$ cat config.mk
export PLATFORM = sky130hd
export DESIGN_NAME = pid_speed_ctrl
export DESIGN_NICKNAME = d
export VERILOG_FILES = /design/src/rtl/pid_pkg.sv /design/src/rtl/pid_speed_ctrl_sat_clamp.sv /design/src/rtl/pid_speed_ctrl.sv
export SDC_FILE = /design/constraint.sdc
export NUM_CORES = 1
export LEC_CHECK = 0
export CORE_UTILIZATION = 45
export DETAILED_ROUTE_END_ITERATION = 16
export SLEW_MARGIN = 25
export SYNTH_ARGS = -nofsm -noshare
export SYNTH_HDL_FRONTEND = slang
export SYNTH_HIERARCHICAL = 1
export SYNTH_SLANG_ARGS = --single-unit
$ cat constraint.sdc
create_clock -name clk -period 18.6 [get_ports clk]
set_clock_uncertainty 0.15 [all_clocks]
set_input_delay 3.72 -clock clk [delete_from_list [all_inputs] [get_ports clk]]
set_output_delay 3.72 -clock clk [all_outputs]
set_load 0.05 [all_outputs]
$ cat src/rtl/pid_pkg.sv
// Shared types, widths and helpers for the PID speed controller.
// Holds the FSM state enum, datapath widths and a signed clamp.
package pid_pkg;

  localparam int FRAC_BITS = 8;
  localparam int E_W       = 17;
  localparam int ACC_W     = 24;
  localparam int PROD_W    = 42;

  typedef enum logic [2:0] {
    IDLE,
    MUL_P,
    MUL_I,
    MUL_D,
    SUM,
    OUT
  } state_t;

  function automatic logic signed [PROD_W-1:0] clamp_s(
    input logic signed [PROD_W-1:0] v,
    input logic signed [PROD_W-1:0] lim
  );
    if (v > lim) return lim;
    if (v < -lim) return -lim;
    return v;
  endfunction

endpackage

$ cat src/rtl/pid_speed_ctrl_sat_clamp.sv
// Parameterised signed saturate to +/-LIM.
// Ports: i_val signed input, o_sat clamped and resized output.
module sat_clamp
  import pid_pkg::*;
#(
  parameter int IN_W  = 25,
  parameter int OUT_W = 24,
  parameter logic signed [OUT_W-1:0] LIM =
    {1'b0, {(OUT_W-1){1'b1}}}
) (
  input  logic signed [IN_W-1:0]  i_val,
  output logic signed [OUT_W-1:0] o_sat
);

  logic signed [PROD_W-1:0] w_c;

  assign w_c   = clamp_s(PROD_W'(i_val), PROD_W'(LIM));
  assign o_sat = OUT_W'(w_c);

endmodule

$ cat src/rtl/pid_speed_ctrl.sv
// PID speed loop: one shared multiplier sequenced over P/I/D terms.
// Ports: clk/rstn, enable_i, setpoint_i, rpm_valid_i/rpm_data_i in; busy_o, overrun_o, duty_valid_o, duty_o, dir_o out.
module pid_speed_ctrl
  import pid_pkg::*;
#(
  parameter int                 DATA_WIDTH = 16,
  parameter logic signed [15:0] KP         = 16'sd256,
  parameter logic signed [15:0] KI         = 16'sd16,
  parameter logic signed [15:0] KD         = 16'sd0,
  parameter logic signed [23:0] INT_LIMIT  = 24'sd65535,
  parameter logic [9:0]         OUT_MAX    = 10'd1000
) (
  input  logic                  clk,
  input  logic                  rstn,
  input  logic                  enable_i,
  input  logic [DATA_WIDTH-1:0] setpoint_i,
  input  logic                  rpm_valid_i,
  input  logic [DATA_WIDTH-1:0] rpm_data_i,
  output logic                  busy_o,
  output logic                  overrun_o,
  output logic                  duty_valid_o,
  output logic [9:0]            duty_o,
  output logic                  dir_o
);

  localparam int U_W = PROD_W - FRAC_BITS;
  localparam int M_W = ACC_W + 16;

  state_t r_state, w_state_nx;

  logic signed [E_W-1:0]    r_e, r_e_prev;
  logic signed [E_W:0]      r_d;
  logic signed [ACC_W-1:0]  r_acc;
  logic                     r_first;
  logic signed [PROD_W-1:0] r_sum;
  logic signed [U_W-1:0]    r_u;

  logic signed [E_W-1:0]    w_e;
  logic signed [E_W:0]      w_d;
  logic signed [ACC_W:0]    w_acc_sum;
  logic signed [ACC_W-1:0]  w_acc_sat;
  logic signed [15:0]       w_ma;
  logic signed [ACC_W-1:0]  w_mb;
  logic signed [M_W-1:0]    w_prod;
  logic signed [10:0]       w_u_sat;
  logic signed [10:0]       w_mag;

  assign w_e = E_W'($signed(setpoint_i))
             - E_W'($signed(rpm_data_i));
  assign w_d = r_first ? '0
             : (E_W+1)'(w_e) - (E_W+1)'(r_e_prev);
  assign w_acc_sum = (ACC_W+1)'(r_acc)
                   + (ACC_W+1)'(w_e);

  sat_clamp #(
    .IN_W (ACC_W+1),
    .OUT_W(ACC_W),
    .LIM  (INT_LIMIT)
  ) u_acc_clamp (
    .i_val(w_acc_sum),
    .o_sat(w_acc_sat)
  );

  sat_clamp #(
    .IN_W (U_W),
    .OUT_W(11),
    .LIM  ($signed({1'b0, OUT_MAX}))
  ) u_out_clamp (
    .i_val(r_u),
    .o_sat(w_u_sat)
  );

  assign w_mag = w_u_sat[10] ? -w_u_sat : w_u_sat;

  always_comb begin
    w_ma = '0;
    w_mb = '0;
    unique case (1'b1)
      (r_state == MUL_P): begin
        w_ma = KP;
        w_mb = ACC_W'(r_e);
      end
      (r_state == MUL_I): begin
        w_ma = KI;
        w_mb = r_acc;
      end
      (r_state == MUL_D): begin
        w_ma = KD;
        w_mb = ACC_W'(r_d);
      end
      default: ;
    endcase
  end

  assign w_prod = w_ma * w_mb;

  always_ff @(posedge clk or negedge rstn) begin
    if (!rstn) r_state <= IDLE;
    else       r_state <= w_state_nx;
  end

  always_comb begin
    w_state_nx = r_state;
    if (!enable_i) begin
      w_state_nx = IDLE;
    end else begin
      unique case (r_state)
        IDLE:    if (rpm_valid_i) w_state_nx = MUL_P;
        MUL_P:   w_state_nx = MUL_I;
        MUL_I:   w_state_nx = MUL_D;
        MUL_D:   w_state_nx = SUM;
        SUM:     w_state_nx = OUT;
        OUT:     w_state_nx = IDLE;
        default: w_state_nx = IDLE;
      endcase
    end
  end

  assign busy_o = (r_state != IDLE);

  always_ff @(posedge clk or negedge rstn) begin
    if (!rstn) begin
      r_e          <= '0;
      r_e_prev     <= '0;
      r_d          <= '0;
      r_acc        <= '0;
      r_first      <= 1'b1;
      r_sum        <= '0;
      r_u          <= '0;
      overrun_o    <= 1'b0;
      duty_valid_o <= 1'b0;
      duty_o       <= '0;
      dir_o        <= 1'b0;
    end else if (!enable_i) begin
      r_e_prev     <= '0;
      r_acc        <= '0;
      r_first      <= 1'b1;
      overrun_o    <= 1'b0;
      duty_valid_o <= 1'b0;
      duty_o       <= '0;
      dir_o        <= 1'b0;
    end else begin
      duty_valid_o <= 1'b0;
      overrun_o    <= rpm_valid_i && (r_state != IDLE);
      unique case (r_state)
        IDLE: begin
          if (rpm_valid_i) begin
            r_e   <= w_e;
            r_d   <= w_d;
            r_acc <= w_acc_sat;
          end
        end
        MUL_P: r_sum <= PROD_W'(w_prod);
        MUL_I: r_sum <= r_sum + PROD_W'(w_prod);
        MUL_D: r_sum <= r_sum + PROD_W'(w_prod);
        SUM:   r_u   <= U_W'(r_sum >>> FRAC_BITS);
        OUT: begin
          duty_o       <= 10'(w_mag);
          dir_o        <= w_u_sat[10];
          r_e_prev     <= r_e;
          r_first      <= 1'b0;
          duty_valid_o <= 1'b1;
        end
        default: ;
      endcase
    end
  end

endmodule
# Word level (Yosys, flattened, before mapping)
# Index checks and enable logic that the tools add are counted.
# Widths: inputs -> output; s select.
[op_classes] add_sub_neg=5 n_mul=1 order_cmp=4 n_eq_ne=9 mux=36 n_reduce_logical=9
[op_table] cell="$mux 24" n=7
[op_table] cell="$pmux 42 s2" n=1
[op_table] cell="$pmux 24 s3" n=1
[op_table] cell="$mux 11" n=4
[op_table] cell="$add 42x34->42" n=1
[op_table] cell="$gt 34x11->1 const B" n=1
[op_table] cell="$lt 34x11->1 const B" n=1
[op_table] cell="$mul 10x24->34" n=1
[op_table] cell="$mux 17" n=2
[op_table] cell="$mux 10" n=3
[op_table] cell="$add 24x17->25" n=1
[op_table] cell="$gt 25x17->1 const B" n=1
[op_table] cell="$lt 25x17->1 const B" n=1
[op_table] cell="$mux 18" n=1
[op_table] cell="$pmux 9 s2" n=1
[op_table] cell="$sub 17x17->18" n=1
[op_table] cell="$sub 16x16->17" n=1
[op_table] cell="$pmux 3 s5" n=1
[op_table] cell="$mux 1" n=13
[op_table] cell="$neg 10->10" n=1
[op_table] cell="$eq 3x2->1 const B" n=2
[op_table] cell="$eq 3x3->1 const B" n=2
[op_table] cell="$mux 3" n=2
[op_table] cell="$ne 2x1->1 const B" n=3
[op_table] cell="9 further kinds" n=11
[totals] ff_bits=169 inputBits=36 out_inout_bits=14

# Longest topological paths before layout
[logic_depth] word_depth=10 ltp_mapped=34 depth_no_buf=30

# Hierarchy
# The synthesis kept the hierarchy.
[modules_own_cells] mod="pid_speed_ctrl" instances=1 cells_per_inst=1198 area_each_um2=10822.9 seq_area_each_um2=3228.1
[modules_own_cells] mod="sat_clamp at u_acc_clamp" instances=1 cells_per_inst=76 area_each_um2=489.2 seq_area_each_um2=0.0
[modules_own_cells] mod="sat_clamp at u_out_clamp" instances=1 cells_per_inst=51 area_each_um2=330.3 seq_area_each_um2=0.0

# Worst setup path before layout
# OpenSTA, ideal clock, no wires.
[synth_timing] kind="input-to-reg" start="input setpoint_i[0]" end="register r_acc[10]" setup_time_ps=121 t_arrival_ps=8841 t_required_ps=18329 setup_slack_ps=9488 stages=29 path_cell_list="inv_1 -> ha_1 -> inv_1 -> fa_1 -> a21o_1 -> a21oi_1 -> o21bai_1 -> a21oi_2 -> nor2b_1 -> o2111ai_1 -> nand3_1 -> o41a_1 -> a21o_1 -> a211oi_1 -> nor3_1 -> ha_1 -> and3_1 -> a221o_1 -> nor2_1 -> o21a_1 -> o21ai_0 -> a31oi_1 -> xnor2_1 -> or4_4 -> buf_6 -> buf_12 -> o31ai_2 -> nand2_1 -> a22o_1"
[synth_via] elab_chain_cells=10 word_cells_on_any_way=13
[synth_rtl] element="start: declaration" line_no="pid_speed_ctrl.sv:16" source="input logic [DATA_WIDTH-1:0] setpoint_i,"
[synth_rtl] element="$sub 16x16->17 *" line_no="pid_speed_ctrl.sv:49" source="- E_W'($signed(rpm_data_i));"
[synth_rtl] element="net w_e[14]" line_no="pid_speed_ctrl.sv:38" source="logic signed [E_W-1:0] w_e;"
[synth_rtl] element="$add 24x17->25 *" line_no="pid_speed_ctrl.sv:53" source="+ (ACC_W+1)'(w_e);"
[synth_rtl] element="net w_acc_sum[20]" line_no="pid_speed_ctrl.sv:40" source="logic signed [ACC_W:0] w_acc_sum;"
[synth_rtl] element="$lt 25x17->1" line_no="pid_pkg.sv:24" source="if (v < -lim) return -lim;"
[synth_rtl] element="$mux 1 (2 in a row)" line_no="pid_pkg.sv:24"
[synth_rtl] element="$mux 24" line_no="pid_pkg.sv:25" source="return v;"
[synth_rtl] element="$mux 24 *" line_no="pid_pkg.sv:24"
[synth_rtl] element="net w_acc_sat[10]" line_no="pid_speed_ctrl.sv:41" source="logic signed [ACC_W-1:0] w_acc_sat;"
[synth_rtl] element="$mux 24 *" line_no="pid_speed_ctrl.sv:147" source="if (rpm_valid_i) begin"
[synth_rtl] element="$mux 24 *" line_no="pid_speed_ctrl.sv:145" source="unique case (r_state)"
[synth_rtl] element="$mux 24 *" line_no="pid_speed_ctrl.sv:134" source="end else if (!enable_i) begin"
[synth_rtl] element="end signal: assignment" line_no="pid_speed_ctrl.sv:150" source="r_acc <= w_acc_sat;"
[synth_rtl] element="end: declaration" line_no="pid_speed_ctrl.sv:33" source="logic signed [ACC_W-1:0] r_acc;"
# The timed path passes the listed nets; every way through them passes the cells marked *. The select of a mux whose other input is x is not followed.
# A chain may end at the register's enable or synchronous reset.

# Final worst setup path
[layout_timing] start="input setpoint_i[0]" end="register r_acc[2]"
# Same word-level chain as after synthesis.

==> flow_summary_export.csv <==
group,metric,value,unit
clock_tree,postCtsHoldBufs,0,
synth,yosysTopAreaCell,"dfrtp_1",
detailed_routing,drt_iter0_markers,388,
sta,worst_pin_slew,0.823,ns
placed_design,dp_cells,1657,
detailed_routing,routedWlPerCell,14.8,um
layout,postLayoutCoreUtil,51.6,%
critical_path,crit_type,"in2reg",
synth,post-synth-top-count-cell,"ha_1",
sta,whs,0.327,ns
synth,yosys-top-cells-count,"ha_1 (165), nand2_1 (148), dfrtp_1 (129)",
sta,rsz0062_at_grt,"false",
sta,fmax,102,MHz
grt,antenna_found_initial,0,
grt,grtUsageTotal,19.8,%
critical_path,worst_r2r_startpoint,"r_state[2]",
placed_design,dpl.hpwl,19100,um
clock_tree,insertion_delay,0.42,ns
sta,period_needed,9.78,ns
detailed_routing,m1WireLength,12300,um
placed_design,io_buffers,49,
detailed_routing,routed.top_layer,"met4",
layout,layout.nets,1552,
flow_run,cap_violations,0,
floorplan,die_area,26500,um^2
worst_hold_path,hold_class,"reg2reg",
synth,avgSynthCellArea,8.79,um^2
clock_tree,clockBufferDepth,2,
synth,synthArstFlopShare,100,%
critical_path,required,18.77,ns
synth,synth_top_area_share,27.7,%
power,finalPower,1.46,mW
clock_tree,clkTransAtPathRegs,0.06,ns
clock_tree,post_cts_resize_count,0,
worst_hold_path,hold_start,"r_e[11]",
sta,relSlewSlack,44.9,%
layout,n_fill_cell,2433,
floorplan,rows,58,
clock_tree,cts_buffers,17,
detailed_routing,drcViolationCount,0,
synth,synthCells,1325,
grt,grt_pass1_vias,8972,
layout,layoutNonFillerInstCount,1689,
clock_tree,clock-sinks,129,
grt,grt_max_degree,80,
critical_path,end_kind,"flop",
grt,grt-ovfl-total,0,
status,run_status,"finished, final reports clean",
sta,drv_slew,0,
placed_design,gp_congestion,0.839,
synth,synth_area_leaders,"dfrtp_1 (28%), ha_1 (18%), nand2_1 (4.8%)",
detailed_routing,routed_via_density,5.52,
synth,synth_area,11600,um^2
sta,setup_violations,0,
synth,ys_ff_latch,129,
sta,period_share,52.6,%
sta,hold_viol_final,0,
detailed_routing,wl_met2,11700,um
power,max-vdd-ir-drop,0.0774,mV
synth,synth_edf_count,0,
layout,area_growth,12.0,%
critical_path,slowest_delay,0.85,ns
power,power_leakage,6.60,nW
critical_path,critPathLaunch,"setpoint_i[0]",
floorplan,fp.dieH,163,um
detailed_routing,ant_nets,0,
synth,synth.yosys.seq_area_share,27.7,%
synth,ys_dominant_reg_cell,"dfrtp_1",
critical_path,cp_max_fo,16,
critical_path,critPathSlowestCell,"or4_1",
synth,yosysWarnings,6,
detailed_routing,wl_met3,563,um
power,powerDensity,112,nW/um^2
floorplan,start_util,46.1,%
clock_tree,h-tree-depth,4,
layout,drive_gt1_share,8.68,%
critical_path,start_kind,"primary input",
critical_path,cp.arrival,9.95,ns
critical_path,cp_top_family,"compound AO/OA/AOI/OAI gates",
clock_tree,cts_setup_buffers,0,
detailed_routing,drtPass1Iterations,5,
floorplan,core_area,25300,um^2
detailed_routing,vias,9323,
clock_tree,cts-root-buf,"clkbuf_16",
layout,antennaDiodeCount,0,
synth,netlist-cell-type-count,77,
detailed_routing,wl,25000,um
clock_tree,cts_tree,"yes",
grt,grt_pass1_wl,43000,um
sta,fin_setup_tns,0,ns
floorplan,ioPinCount,50,
critical_path,cp_num_buf_inv,3,
floorplan,fp.dieW,163,um
-- metrics by stage --
| stage | instance area [um^2] | setup slack (ns) |
|---|---|---|
| global placement | 12400 | 8.57 |
| finish | 13000 | 8.82 |
| detailed placement | 12400 | 8.41 |
| global route | 13000 | 8.41 |
| CTS | 13000 | 8.85 |
| floorplan | 11700 | 9.49 |
-- layout by cell type, fill, tap and decap left out, types with 6 or more instances in the layout --
| master | n |
|---|---|
| ha_1 | 165 |
| nand2_1 | 148 |
| dfrtp_1 | 129 |
| a21oi_1 | 94 |
| nor2_1 | 81 |
| inv_1 | 60 |
| xnor2_1 | 58 |
| a21o_1 | 48 |
| clkdlybuf4s50_1 | 48 |
| nand3_1 | 47 |
| o21ai_0 | 44 |
| a22o_1 | 37 |
| mux2_2 | 37 |
| xor2_1 | 31 |
| o21ai_1 | 19 |
| a211oi_1 | 17 |
| clkbuf_16 | 17 |
| nor3_1 | 16 |
| o21a_1 | 14 |
| and3_1 | 14 |
| conb_1 | 14 |
| nor2b_1 | 13 |
| o21bai_1 | 13 |
| and2_1 | 13 |
| o31ai_2 | 13 |
| o31ai_1 | 12 |
| nand4_1 | 11 |
| nand2b_1 | 10 |
| or3_1 | 9 |
| nor4_1 | 9 |
| buf_4 | 9 |
| a21boi_1 | 6 |
| a31oi_1 | 6 |
-- metal layers --
layer  track usage (%)  vias up
li1                  -     4825
met2              33.7      136
met1              26.2     4338
met3              2.50       24
met4              5.82        0
met5                 0        -
-- tightest hold or removal path, stage by stage, from the launching register on --
cell     delay, ns
dfrtp_1       0.34
nand2_1       0.05
nand2_1       0.05
-- final cells by class --
| class | count | area, um^2 | area share (%) |
|---|---|---|---|
| Multi-Input combinational cell | 1079 | 7970 | 61.1 |
| Sequential cell | 129 | 3230 | 24.8 |
| Timing Repair Buffer | 58 | 559 | 4.29 |
| Clock buffer | 19 | 443 | 3.40 |
| Tap cell | 330 | 413 | 3.17 |
| Inverter | 61 | 229 | 1.76 |
| Clock inverter | 13 | 199 | 1.53 |
-- report_power, final --
part           switching [mW]  internal, mW
Clock                   0.137         0.231
Combinational           0.390         0.289
Sequential             0.0637         0.345
Total                   0.591         0.865
-- sequential cells by signal (all words and copies together) (netlist names) --
| name | flops |
|---|---|
| r_state | 3 |
| r_sum | 38 |
| r_acc | 24 |
| r_u | 34 |
| duty_o | 10 |
| r_e | 17 |
| overrun_o | 1 |
| duty_valid_o | 1 |
| dir_o | 1 |
-- path summary, 6_finish.rpt --
path                                  end  slack (ns)  cells after the start
worst min register to register    r_e[11]        0.33                      2
worst max-delay path             r_acc[2]        8.82                     26
worst max register to register  r_sum[41]       10.79                     30
max in group asynchronous          r_e[6]       13.96                      2
worst min-delay path              r_e[11]        0.33                      2
min in group asynchronous       r_sum[36]        3.16                      1
-- logic make-up (layout without fill, tap and decap cells) --
kind of cell	count (synthesis)	count (layout)	synth area share (%)
buf+inv	130	151	4.50
fa+ha+maj	170	170	18.6
other cells	1	14	0.0322
mux	39	39	3.75
compound gates	368	368	22.1
xor+xnor	90	90	6.84
flops	129	129	27.7
simple gates	398	398	16.5
Note: power is estimated with default switching activity, not from simulation.
